`src/rtl/lane_ser_pkg.sv`:
```
// Shared types and sizing helpers for the lane serializer.
package lane_ser_pkg;

    typedef enum logic {
        StIdle  = 1'b0,
        StShift = 1'b1
    } state_e;

    localparam int unsigned DefLanes = 4;
    localparam int unsigned DefLaneW = 8;
    localparam int unsigned DefDropW = 8;

    // Lane index width; never narrower than one bit.
    function automatic int unsigned idx_w(input int unsigned n);
        return (n > 2) ? $clog2(n) : 1;
    endfunction

endpackage

```
`src/rtl/lane_next_find.sv`:
```
// Finds the lowest set mask bit at/above a start index and whether it is the top set bit.
module lane_next_find
    import lane_ser_pkg::*;
#(
    parameter int unsigned Lanes = DefLanes,
    parameter int unsigned IdxW  = idx_w(Lanes)
) (
    input  logic [Lanes-1:0] mask_i,
    input  logic [IdxW-1:0]  start_i,
    input  logic             incl_i,
    output logic             found_o,
    output logic [IdxW-1:0]  idx_o,
    output logic             last_o
);

    // Descending scan so the lowest qualifying lane wins.
    always_comb begin
        found_o = 1'b0;
        idx_o   = '0;
        for (int k = Lanes - 1; k >= 0; k--) begin
            if (mask_i[k] && ((k > int'(start_i)) || (incl_i && (k == int'(start_i))))) begin
                found_o = 1'b1;
                idx_o   = IdxW'(k);
            end
        end
    end

    always_comb begin
        last_o = found_o;
        for (int k = 0; k < Lanes; k++) begin
            if (mask_i[k] && (k > int'(idx_o))) begin
                last_o = 1'b0;
            end
        end
    end

endmodule

```
`src/rtl/lane_serializer.sv`:
```
// Captures one wide word per handshake and streams its enabled lanes out, lowest first.
module lane_serializer
    import lane_ser_pkg::*;
#(
    parameter int unsigned Lanes = DefLanes,
    parameter int unsigned LaneW = DefLaneW,
    parameter int unsigned DropW = DefDropW
) (
    input  logic                     clk_i,
    input  logic                     rst_ni,
    input  logic                     in_valid_i,
    output logic                     in_ready_o,
    input  logic [Lanes*LaneW-1:0]   in_data_i,
    input  logic [Lanes-1:0]         in_mask_i,
    output logic                     out_valid_o,
    input  logic                     out_ready_i,
    output logic [LaneW-1:0]         out_data_o,
    output logic [idx_w(Lanes)-1:0]  out_lane_o,
    output logic                     out_last_o,
    output logic [DropW-1:0]         drop_cnt_o
);

    localparam int unsigned IdxW = idx_w(Lanes);

    state_e                 state_q, state_d;
    logic [IdxW-1:0]        cur_q, cur_d;
    logic                   last_q, last_d;
    logic [Lanes-1:0]       mask_q, mask_d;
    logic [DropW-1:0]       drop_q, drop_d;
    logic [Lanes*LaneW-1:0] lanes_flat;

    logic            out_valid, xfer, accept;
    logic            first_found, first_last, nxt_found, nxt_last;
    logic [IdxW-1:0] first_idx, nxt_idx;

    lane_next_find #(
        .Lanes (Lanes),
        .IdxW  (IdxW)
    ) u_first (
        .mask_i  (in_mask_i),
        .start_i ('0),
        .incl_i  (1'b1),
        .found_o (first_found),
        .idx_o   (first_idx),
        .last_o  (first_last)
    );

    lane_next_find #(
        .Lanes (Lanes),
        .IdxW  (IdxW)
    ) u_next (
        .mask_i  (mask_q),
        .start_i (cur_q),
        .incl_i  (1'b0),
        .found_o (nxt_found),
        .idx_o   (nxt_idx),
        .last_o  (nxt_last)
    );

    assign out_valid  = (state_q == StShift);
    assign xfer       = out_valid && out_ready_i;
    assign in_ready_o = rst_ni && ((state_q == StIdle) || (xfer && last_q));
    assign accept     = in_valid_i && in_ready_o;

    always_comb begin
        state_d = state_q;
        cur_d   = cur_q;
        last_d  = last_q;
        mask_d  = mask_q;
        drop_d  = drop_q;
        // A new word can only be accepted when nothing remains of the held one.
        if (accept) begin
            mask_d = in_mask_i;
            if (first_found) begin
                state_d = StShift;
                cur_d   = first_idx;
                last_d  = first_last;
            end else begin
                state_d = StIdle;
                if (drop_q != {DropW{1'b1}}) begin
                    drop_d = drop_q + 1'b1;
                end
            end
        end else if (xfer) begin
            if (nxt_found) begin
                cur_d  = nxt_idx;
                last_d = nxt_last;
            end else begin
                state_d = StIdle;
            end
        end
    end

    always_ff @(posedge clk_i or negedge rst_ni) begin
        if (!rst_ni) begin
            state_q <= StIdle;
            cur_q   <= '0;
            last_q  <= 1'b0;
            mask_q  <= '0;
            drop_q  <= '0;
        end else begin
            state_q <= state_d;
            cur_q   <= cur_d;
            last_q  <= last_d;
            mask_q  <= mask_d;
            drop_q  <= drop_d;
        end
    end

    for (genvar k = 0; k < Lanes; k++) begin : g_lane
        logic [LaneW-1:0] lane_q;

        always_ff @(posedge clk_i or negedge rst_ni) begin
            if (!rst_ni) begin
                lane_q <= '0;
            end else if (accept) begin
                lane_q <= in_data_i[k*LaneW +: LaneW];
            end
        end

        assign lanes_flat[k*LaneW +: LaneW] = lane_q;
    end

    always_comb begin
        out_data_o = '0;
        for (int k = 0; k < Lanes; k++) begin
            if (out_valid && (cur_q == IdxW'(k))) begin
                out_data_o = lanes_flat[k*LaneW +: LaneW];
            end
        end
    end

    assign out_valid_o = out_valid;
    assign out_lane_o  = out_valid ? cur_q : '0;
    assign out_last_o  = out_valid && last_q;
    assign drop_cnt_o  = drop_q;

endmodule

```
`config.mk`:
```
export PLATFORM = sky130hd
export DESIGN_NAME = lane_serializer
export DESIGN_NICKNAME = d
export VERILOG_FILES = /design/src/rtl/lane_ser_pkg.sv /design/src/rtl/lane_next_find.sv /design/src/rtl/lane_serializer.sv
export SDC_FILE = /design/constraint.sdc
export NUM_CORES = 1
export LEC_CHECK = 0
export ABC_AREA = 0
export CAP_MARGIN = 20
export CORE_MARGIN = 10
export CORE_UTILIZATION = 50
export CTS_CLUSTER_DIAMETER = 50
export DETAILED_ROUTE_END_ITERATION = 8
export GPL_TIMING_DRIVEN = 0
export PLACE_DENSITY = 0.77
export SYNTH_ARGS = -nofsm -noshare
export SYNTH_HDL_FRONTEND = slang
export SYNTH_HIERARCHICAL = 1
export SYNTH_SLANG_ARGS = --single-unit
```
`constraint.sdc`:
```
create_clock -name clk_i -period 2.7 [get_ports clk_i]
set_input_delay 0.27 -clock clk_i [delete_from_list [all_inputs] [get_ports clk_i]]
set_output_delay 0.27 -clock clk_i [all_outputs]
set_load 0.01 [all_outputs]
```
# Word-level counts from Yosys, hierarchy flattened
# Cells that the tools add are included.
# classes
add_sub_neg,1
order_cmp,9
n_eq_ne,6
muxes,37
bitwise,2
n_reduce_logical,25
# ops
op,n
8-bit two-way mux,4
2-bit two-way mux,12
1-bit two-way mux,21
1-bit logical AND,18
2-bit greater-than comparator (first input constant),6
8-bit by 1-bit adder with 8-bit output (second input constant),1
8-bit != test (second input constant),1
1-bit by 2-bit greater-than comparator with 1-bit output (first input constant),3
3-bit AND reduction,2
2-bit == test (second input constant),2
2-bit nonzero test,2
2-bit by 1-bit == test with 1-bit output (second input constant),1
2-bit logical NOT,1
2-bit by 1-bit != test with 1-bit output (second input constant),1
2-bit != test (second input constant),1
1-bit NOT,2
2-bit AND reduction,1
1-bit logical OR,1
# totals
register_bits,48
in_bits,40
output_inout_bits,21
wordCells,89

# Depth between registers and ports, before layout
# Gate-level depths: netlist of the first run.
# logic_depth
ltp_word,13
depth_mapped,8
depth_no_buf,7

# Cells and area by module
# Netlist of the first run, hierarchy kept.
# by_module_without_submodules
module,instances,cells_each,area_each_um2,seq_area_each_um2
lane_serializer,1,153,2302.2,1201.2
lane_next_find,2,28,178.9,0.0

# Worst setup path after synthesis of the first run
# Ideal clock, no wire load.
# synth_path
path_kind,input to register
start,in in_mask_i[2]
end,reg drop_q[6] (netlist: drop_cnt_o[6])
setup_time_ns,0.126
t_arrival_ns,1.571
required_ns,2.574
path_slack_ns,1.003
path_stages,7
n_path_buf,0
path_cell_list,nor2_1 a211oi_2 or2_1 nand3b_1 nor4_1 nand3_1 xnor2_1
# synth_between
elab_chain_len,5
# synth_lines
item,line,rtl
"start, declared",lane_serializer.sv:14,"input logic [Lanes-1:0] in_mask_i,"
1-bit two-way mux (3 in a row),lane_next_find.sv:21,if (mask_i[k] && ((k > int'(start_i)) || (incl_i && (k == int'(start_i))))) begin
net first_found,lane_serializer.sv:33,"logic first_found, first_last, nxt_found, nxt_last;"
1-bit NOT (no source line),-,
3-bit AND reduction (no source line),-,
"end signal, assigned",lane_serializer.sv:106,drop_q <= drop_d;
"end, declared",lane_serializer.sv:29,"logic [DropW-1:0] drop_q, drop_d;"
# The timed path passes the listed nets, and every way through them passes these cells.
# A chain may end at the register's enable or synchronous reset.

# Final worst setup path of the first run
# layout_path
start,reg cur_q[0]
end,out out_data_o[6]
# layout_between
elab_chain_len,6
elab_cells_between_ends,12
classes_between,eq/ne: 3; mux: 4; reduce/logical: 5
# layout_lines
item,line,rtl
"start, declared",lane_serializer.sv:26,"logic [IdxW-1:0] cur_q, cur_d;"
"start signal, assigned",lane_serializer.sv:103,cur_q <= cur_d;
2-bit logical NOT,lane_serializer.sv:127,if (out_valid && (cur_q == IdxW'(k))) begin
1-bit logical AND,lane_serializer.sv:127,
8-bit two-way mux (3 in a row),lane_serializer.sv:127,
8-bit two-way mux *,lane_serializer.sv:127,
"end, declared",lane_serializer.sv:17,"output logic [LaneW-1:0] out_data_o,"
# Mark *: on every way between the ends. The rest lies on a longest branch, timed or not.

==> results by stage, run 1 <==
Status:
- The run finished with clean final reports.

Clock tree:
- The clock tree buffer depth is 2.
- After clock tree synthesis, the clock-pin slew on the worst setup and hold paths is 0.09 ns.
- The TritonCTS clock tree is built.
- The clock drives 48 sinks.
- The post-CTS repair timing setup buffer count is 0.
- At the later pin of the worst-skew pair, clock insertion delay measures 0.30 ns.
- The TritonCTS buffer count is 5.
- The buffer type at the clock tree root is clkbuf_8.
- The number of levels in the clock H-tree is 2.

Setup path:
- Along the worst path, the maximum fanout reaches 10.
- The worst reg2reg path startpoint is cur_q[0].
- The worst setup path is launched from a flop.
- STA puts the critical path data required time at 2.43 ns.
- The kind of end point of the critical path is an output port.
- The setup check on the worst reg-to-reg path leaves a slack of 0.92 ns.
- For the worst flop-to-flop path, the logic depth is 6.
- At the worst endpoint, the arrival time is 2.23 ns.
- The endpoint of the worst-slack reg-to-reg timing path is cur_q[1].
- By startpoint and endpoint, the worst setup path is classified as flop to output port.

Floorplanning:
- The die covers 8640 µm².
- The core area is 5140 µm².
- The floorplan has 26 rows.
- The starting density of the core is 0.518.
- The top-level port count is 61.
- The x dimension of the die is 92.9 µm.
- From bottom edge to top edge, the die measures 92.9 µm.

Detailed routing:
- For this run, design rule violations remaining after detail routing come to 0.
- The initial DRC count is 53.
- The first detailed-routing pass ran for 4 iterations.
- The routed design has 6090 µm of wire.
- The antenna violation net count after detailed routing is 0.
- After detailed routing, the average wire length per cell comes to 16.6 µm.
- The count of vias placed by the detailed router is 1887.
- The post-detailed-route via-to-cell ratio is 5.13.

Logic synthesis:
- In the synthesized netlist, the cells that appear most often are dfrtp_1, mux2_4, and2_1.
- In this run, distinct cell masters in the synthesized netlist total 44.
- The count of flip-flops with a built-in enable after synthesis is 0.
- Summed over all instances, the cell type with the most area after synthesis is dfrtp_1.
- The cell area after synthesis is 2660 µm².
- The number of warnings reported in the yosys synthesis log is 6.
- The share of async-settable or async-resettable flops after synthesis is 1.00.
- By area the synthesized netlist is led by dfrtp_1, mux2_4, mux4_2.
- The area fraction of the dominant cell type after synthesis is 0.452.
- The most frequently used flop master after synthesis is dfrtp_1.
- The cell count after synthesis came out at 209.
- The synthesis-stage register bit count is 48.
- For this run, the register share of the synthesized area comes to 0.452.
- The cell with the most instances after synthesis is dfrtp_1.
- The average instance in the mapped netlist occupies 12.7 µm².

Placement:
- During placement, the flow inserted port buffers numbering 60.
- The minimum setup slack after placement is 0.330 ns.
- The HPWL reported at the end of detailed placement is 4740 µm.
- Routability-driven placement finished with a final weighted congestion of 0.831.
- After detailed placement, the total cell area comes to 3430 µm².

Global routing:
- The met1 track demand over resource is 0.170.
- For this run, global-route usage on met2 was measured as 0.249.
- The total track usage is 0.147.
- Entering global routing, the biggest net connects 31 pins.
- The global-route wire length before repair is 10300 µm.
- Summed over all layers, the global routing overflow is 0.
- In the global route stage, met3 resource usage came out at 0.0581.
- The number of global-route vias before repair is 2033.
- The initial antenna violation count is 0.
- In this run the most used layer during global routing was met2.

Timing:
- Setup slack on the critical path of the routed design comes to 0.201 ns.
- Clock skew on the completed layout was measured at 0.00424 ns.
- The number of slew-limit violations in the final report is 0.
- The smallest clock period supported by the final layout is computed as 2.50 ns.
- The hold violation total from the final report is 0.
- Hold timing on the final database bottoms out at a slack of 0.480 ns.
- The portion of the clock cycle consumed by the worst path in the final layout is 0.926.
- Timing would allow up to 400 MHz.
- The actual slew at the worst max-slew pin is 0.570 ns.
- Setup repair after global routing left no endpoint under its margin.
- Setup violations remaining at the end of the flow were counted as 0.
- The headroom to the max-slew limit is 0.620.

Finish:
- In the final design database the tool counted 338 nets.
- Summing all flip-flop and latch instances after layout gives 1200 µm².
- The growth of design area from synthesis to finish is 33.1%.
- The post-route core utilization is 0.689.
- Of the cells placed in the final design, the portion with a size suffix greater than 1 is 0.198.
- The number of fill cells is 409.
- Summing all non-filler instances in the final layout gives an area of 3540 µm².
- The repair_antennas step left the layout with diodes totalling 0.
- The area occupied by multi-input gates is 1460 µm².

Power and ir drop:
- In this run the power density over the cells is 864 nW/µm².
- VDD sags by at most 0.479 mV.
- The total power consumption of the routed design is 3.06 mW.
- Summed over all cells, the static leakage comes to 1.48 nW.

Run:
- Max-cap violations in this run came to 0.

Hold path:
- In this run the worst hold path is classified as input port to asynchronous set/reset pin.
## per-layer routing
metal,vias to the layer above,part of all wire
li1,910,-
met1,924,0.42
met5,-,0
met4,0,0.010
met2,46,0.50
met3,7,0.070
## how the worst max path moves through the flow
stage               cells past startpoint                  end  slack (ns)         start
detailed placement                      8        drop_cnt_o[6]        0.33  in_mask_i[3]
global placement                        5  g_lane[1].lane_q[7]       -1.18        rst_ni
CTS                                     4        out_data_o[1]        0.10      cur_q[0]
global route                            5           in_ready_o        0.05        rst_ni
floorplan                               7        drop_cnt_o[6]        1.00  in_mask_i[2]
finish                                  4        out_data_o[6]        0.20      cur_q[0]
## cell families (layout without fill, tap and decap cells)
kind of cell / count (synthesis) / count (layout) / share of synthesized area
AO/OA/AOI/OAI: 29 / 29 / 0.0875
XOR/XNOR: 5 / 5 / 0.0165
adder cells (fa/ha/maj): 3 / 3 / 0.0122
buffers and inverters: 13 / 83 / 0.0282
flip-flops: 48 / 48 / 0.452
multiplexers: 45 / 45 / 0.253
other: 2 / 21 / 0.00282
AND/OR/NAND/NOR: 64 / 64 / 0.149
## power by group
part	internal (mW)	switching (mW)
Sequential	0.984	0.207
Combinational	0.869	0.546
Clock	0.209	0.246
## area by class of cell
class,count,share of cell area
Sequential cell,48,0.339
Clock buffer,7,0.0244
Multi-Input combinational cell,167,0.411
Clock inverter,1,0.00212
Buffer,8,0.0166
Tap cell,70,0.0247
Timing Repair Buffer,62,0.177
Inverter,5,0.00530
## through the flow
step / instances / setup TNS, ns
floorplan: 228 / 0
global placement: 358 / -58.57
detailed placement: 359 / 0
CTS: 368 / 0
global route: 368 / 0
finish: 368 / 0
## worst max-delay path, cell delays in order (launching register included)
cell,delay (ns)
dfrtp_1,0.45
clkbuf_4,0.30
mux4_2,0.52
and2_1,0.17
clkdlybuf4s50_1,0.49
## cells in the final DEF, fill, tap and decap left out, types with 3 or more instances in the layout
cell and count:
clkdlybuf4s50_1 59, dfrtp_1 48, conb_1 21, mux2_4 20
and2_1 11, mux2_1 9, mux4_2 8, nand2_1 8
mux2_2 8, nor2b_1 7, nand3_1 6, o21a_1 6
clkbuf_8 6, nor3b_1 5, nor2_1 5, a21oi_1 5
inv_1 5, clkbuf_1 3, buf_6 3, nand3b_1 3
xnor2_1 3, a211oi_2 3, o22a_1 3, buf_2 3
## timing repair
action / in CTS / in global routing
setup endpoints to repair: 0 / 2
resized for setup: 0 / 1
endpoints found under the hold margin: 22 / 0
hold buffers: 1 / 0
## state kept, by name, summed over array words and instances (netlist names)
name,cells
cur_q,2
drop_cnt_o,8
g_lane.lane_q,32
last_q,1
mask_q,4
out_valid_o,1
Power figures use the tool's default switching activity.
==> run 2: changes to the inputs <==
--- a/config.mk
+++ b/config.mk
@@ -7,12 +7,11 @@
 export LEC_CHECK = 0
 export ABC_AREA = 0
 export CAP_MARGIN = 20
-export CORE_MARGIN = 10
 export CORE_UTILIZATION = 50
 export CTS_CLUSTER_DIAMETER = 50
 export DETAILED_ROUTE_END_ITERATION = 8
 export GPL_TIMING_DRIVEN = 0
-export PLACE_DENSITY = 0.77
+export PLACE_DENSITY = 0.8
 export SYNTH_ARGS = -nofsm -noshare
 export SYNTH_HDL_FRONTEND = slang
 export SYNTH_HIERARCHICAL = 1
==> results by stage, run 2 (synthesized netlist as in run 1, its figures left out) <==
Status:
- The flow ran to the end, and the final reports show no timing, DRC or antenna violations.

Floorplanning:
- The die area is 5620 µm² (-35%).
- The height of the die is 74.9 µm (-19%).
- The starting density of the core is 0.521 (+0.00330).
- The x dimension of the die is 74.9 µm (-19%).
- The core area is 5110 µm² (-0.63%).
- The top-level port count came to 61 (unchanged).
- The number of standard-cell rows in the floorplan is 26 (unchanged).

Setup path:
- The data required time of the worst path was 2.43 ns (about the same).
- The critical path starts at cur_q[0].
- The kind of end point of the critical path is an output port.
- The start-to-end type of the worst setup path is flop to output port.
- The slack of the worst reg-to-reg path is 0.97 ns (+0.05 ns).
- Grouping stages by cell kind, the critical path spends the most delay in buffers and inverters.
- The cell depth of the worst setup path was 4 (unchanged).
- The critical path goes through buf_2 > mux4_2 > and2_1 > clkdlybuf4s50_1.
- The maximum fanout count along the critical path is 10 (unchanged).
- The delay contributed by the slowest stage of the critical path is 0.54 ns (+0.02 ns).
- The number of buffer and inverter instances along the worst setup path is 2 (unchanged).
- STA classifies the critical path startpoint as a flop.
- The startpoint identified for the worst register-to-register timing path is cur_q[0].
- On the critical path, the stage with the largest delay is an instance of mux4_2.
- The depth of the most critical reg-to-reg path is 6 (unchanged).
- The endpoint arrival time on the critical path is 2.28 ns (+0.05 ns).

Global routing:
- The met1 track demand over resource is 0.264 (+0.0939).
- The total track usage is 0.207 (+0.0605).
- The global-route wire length before repair came to 8660 µm (-16%).
- The global routing stage identified its most utilized layer as met2.
- The largest net degree at the start of global routing is 28 (-9.7%).
- The initial antenna violation count came to 0 (unchanged).
- The remaining global-route overflow is 0 (unchanged).
- The met2 global-route usage is 0.358 (+0.110).
- The met3 usage in global routing is 0.0469 (-0.0113).
- The number of global-route vias before repair is 1921 (-5.5%).

Timing:
- The hold violation total from the final report is 0 (unchanged).
- The actual slew at the worst max-slew pin was 0.618 ns (+0.0481 ns).
- The clock skew after layout came to 0.00269 ns (-0.00154 ns).
- The number of slew-limit violations in the final report is 0 (unchanged).
- The worst-case hold slack is 0.455 ns (-0.0249 ns).
- The headroom to the max-slew limit is 0.588 (-0.0321).
- The final count of negative-setup-slack endpoints is 0 (unchanged).
- The slack of the critical path is 0.155 ns (-0.0463 ns).
- The portion of the clock cycle consumed by the worst path in the final layout was 0.943 (+0.0171).
- The minimum period implied by the final worst setup slack is 2.55 ns (+0.0463 ns).
- The achievable clock frequency is 393 MHz (-1.8%).
- Setup repair after global routing left no endpoint under its margin.

Clock tree:
- The post-CTS repair timing setup buffer count is 0 (unchanged).
- The clock edge transition at the registers on the reported setup and hold paths is 0.08 ns (about the same).
- The TritonCTS buffer count is 5 (unchanged).
- The clock tree buffer depth is 2 (unchanged).
- TritonCTS built the clock tree.
- The number of levels in the clock H-tree is 2 (unchanged).
- The cell sitting at the root of the clock tree is a clkbuf_8.
- The later-pin clock latency in the skew report is 0.29 ns (about the same).
- The number of sinks driven by the clock tree is 48 (unchanged).

Run:
- The count of max-cap constraint violations is 0 (unchanged).

Finish:
- The number of standard cells in the layout, taps in and fillers out is 367 (-0.27%).
- The share of layout cells above drive strength 1 is 0.199 (+0.000667).
- The top register by number of flip-flops is g_lane.lane_q.
- Leaving out fill and tap cells, the most frequent cell in the layout is clkdlybuf4s50_1.
- The cell area after layout was 3530 µm² (-0.35%).
- The number of diodes is 0 (unchanged).
- From synthesis to final layout, the design area changed by 32.6%.
- The flip-flop count of the largest register, all copies and words added is 32 (unchanged).
- The number of nets in the layout is 338 (unchanged).
- In the layout the commonest cells are clkdlybuf4s50_1, dfrtp_1, conb_1.

Placement:
- The minimum setup slack after placement came to 0.319 ns (-0.0112 ns).
- The last weighted congestion value of the routability-driven placer is 0.835 (+0.57%).
- The instance area after placement is 3430 µm² (unchanged).
- The HPWL reported at the end of detailed placement is 3870 µm (-18%).
- The count of input and output buffers was 60 (unchanged).
- The count of placed standard cells including taps is 359 (unchanged).

Detailed routing:
- The detailed-router iteration count before antenna repair is 4 (unchanged).
- The initial DRC count is 64 (+21%).
- The routed wirelength normalized by instance count is 14.3 µm (-14%).
- The total wire length was 5240 µm (-14%).
- The antenna violation net count after detailed routing is 0 (unchanged).
- The count of vias placed by the detailed router was 1868 (-1.0%).
- The post-detailed-route via-to-cell ratio is 5.09 (-0.74%).
- The remaining design rule violation count is 0 (unchanged).

Power and ir drop:
- The maximum resistive drop on vdd is 0.552 mV (+15%).
- The power per standard cell area is 847 nW/µm² (-2.0%).
- The static leakage is 1.47 nW (-0.31%).

Hold path:
- The path class of the tightest hold or removal check is input port to asynchronous set/reset pin.
[run 2: final cells by class]
type,instances,area [µm²]
buffer,8,56.3
inverter,5,18.8
sequential,48,1200
tap,70,87.6
multi-input combinational,167,1460
fill,375,1580
timing repair buffer,62,628
clock buffer,5,68.8
clock inverter,2,12.5
[run 2: worst reg2reg max path, delay by kind of cell, from the launching register on]
| kind | cells | cell delay [ns] |
|---|---|---|
| AOI/OAI and AO/OA | 3 | 0.68 |
| and+or+nand+nor | 3 | 0.51 |
| DFF | 1 | 0.44 |
[run 2: path summary, 6_finish.rpt]
check | endpoint
worst max register to register | cur_q[0]
worst min-delay path | g_lane[1].lane_q[2]
max in group asynchronous | drop_cnt_o[7]
worst min register to register | g_lane[0].lane_q[6]
min in group clk_i | g_lane[0].lane_q[6]
worst max-delay path | out_data_o[5]
[run 2: stage by stage]
step           utilization  power (mW)  setup TNS [ns]
2_1_floorplan            -        2.10               0
3_3_place_gp         0.670        2.56          -54.44
3_5_place_dp         0.672        2.59               0
4_1_cts              0.690        3.02               0
5_1_grt              0.691        3.20               0
6_report             0.691        2.99               0
[run 2: repair_timing]
item                                    in CTS  in global routing
hold buffers                                 1                  0
gates resized for setup                      0                  1
endpoints found under the setup margin       0                  1
hold endpoints to repair                    25                  0
[run 2: layer usage]
metal | part of all wire | vias up
li1 | - | 913
met1 | 0.45 | 904
met2 | 0.50 | 46
met3 | 0.039 | 5
met4 | 0.0090 | 0
met5 | 0 | -
[run 2: power breakdown]
| group | internal [mW] | total (mW) | switching (mW) |
|---|---|---|---|
| logic | 0.865 | 1.39 | 0.528 |
| registers | 0.984 | 1.19 | 0.205 |
| clock network | 0.176 | 0.407 | 0.231 |
| total | 2.03 | 2.99 | 0.963 |
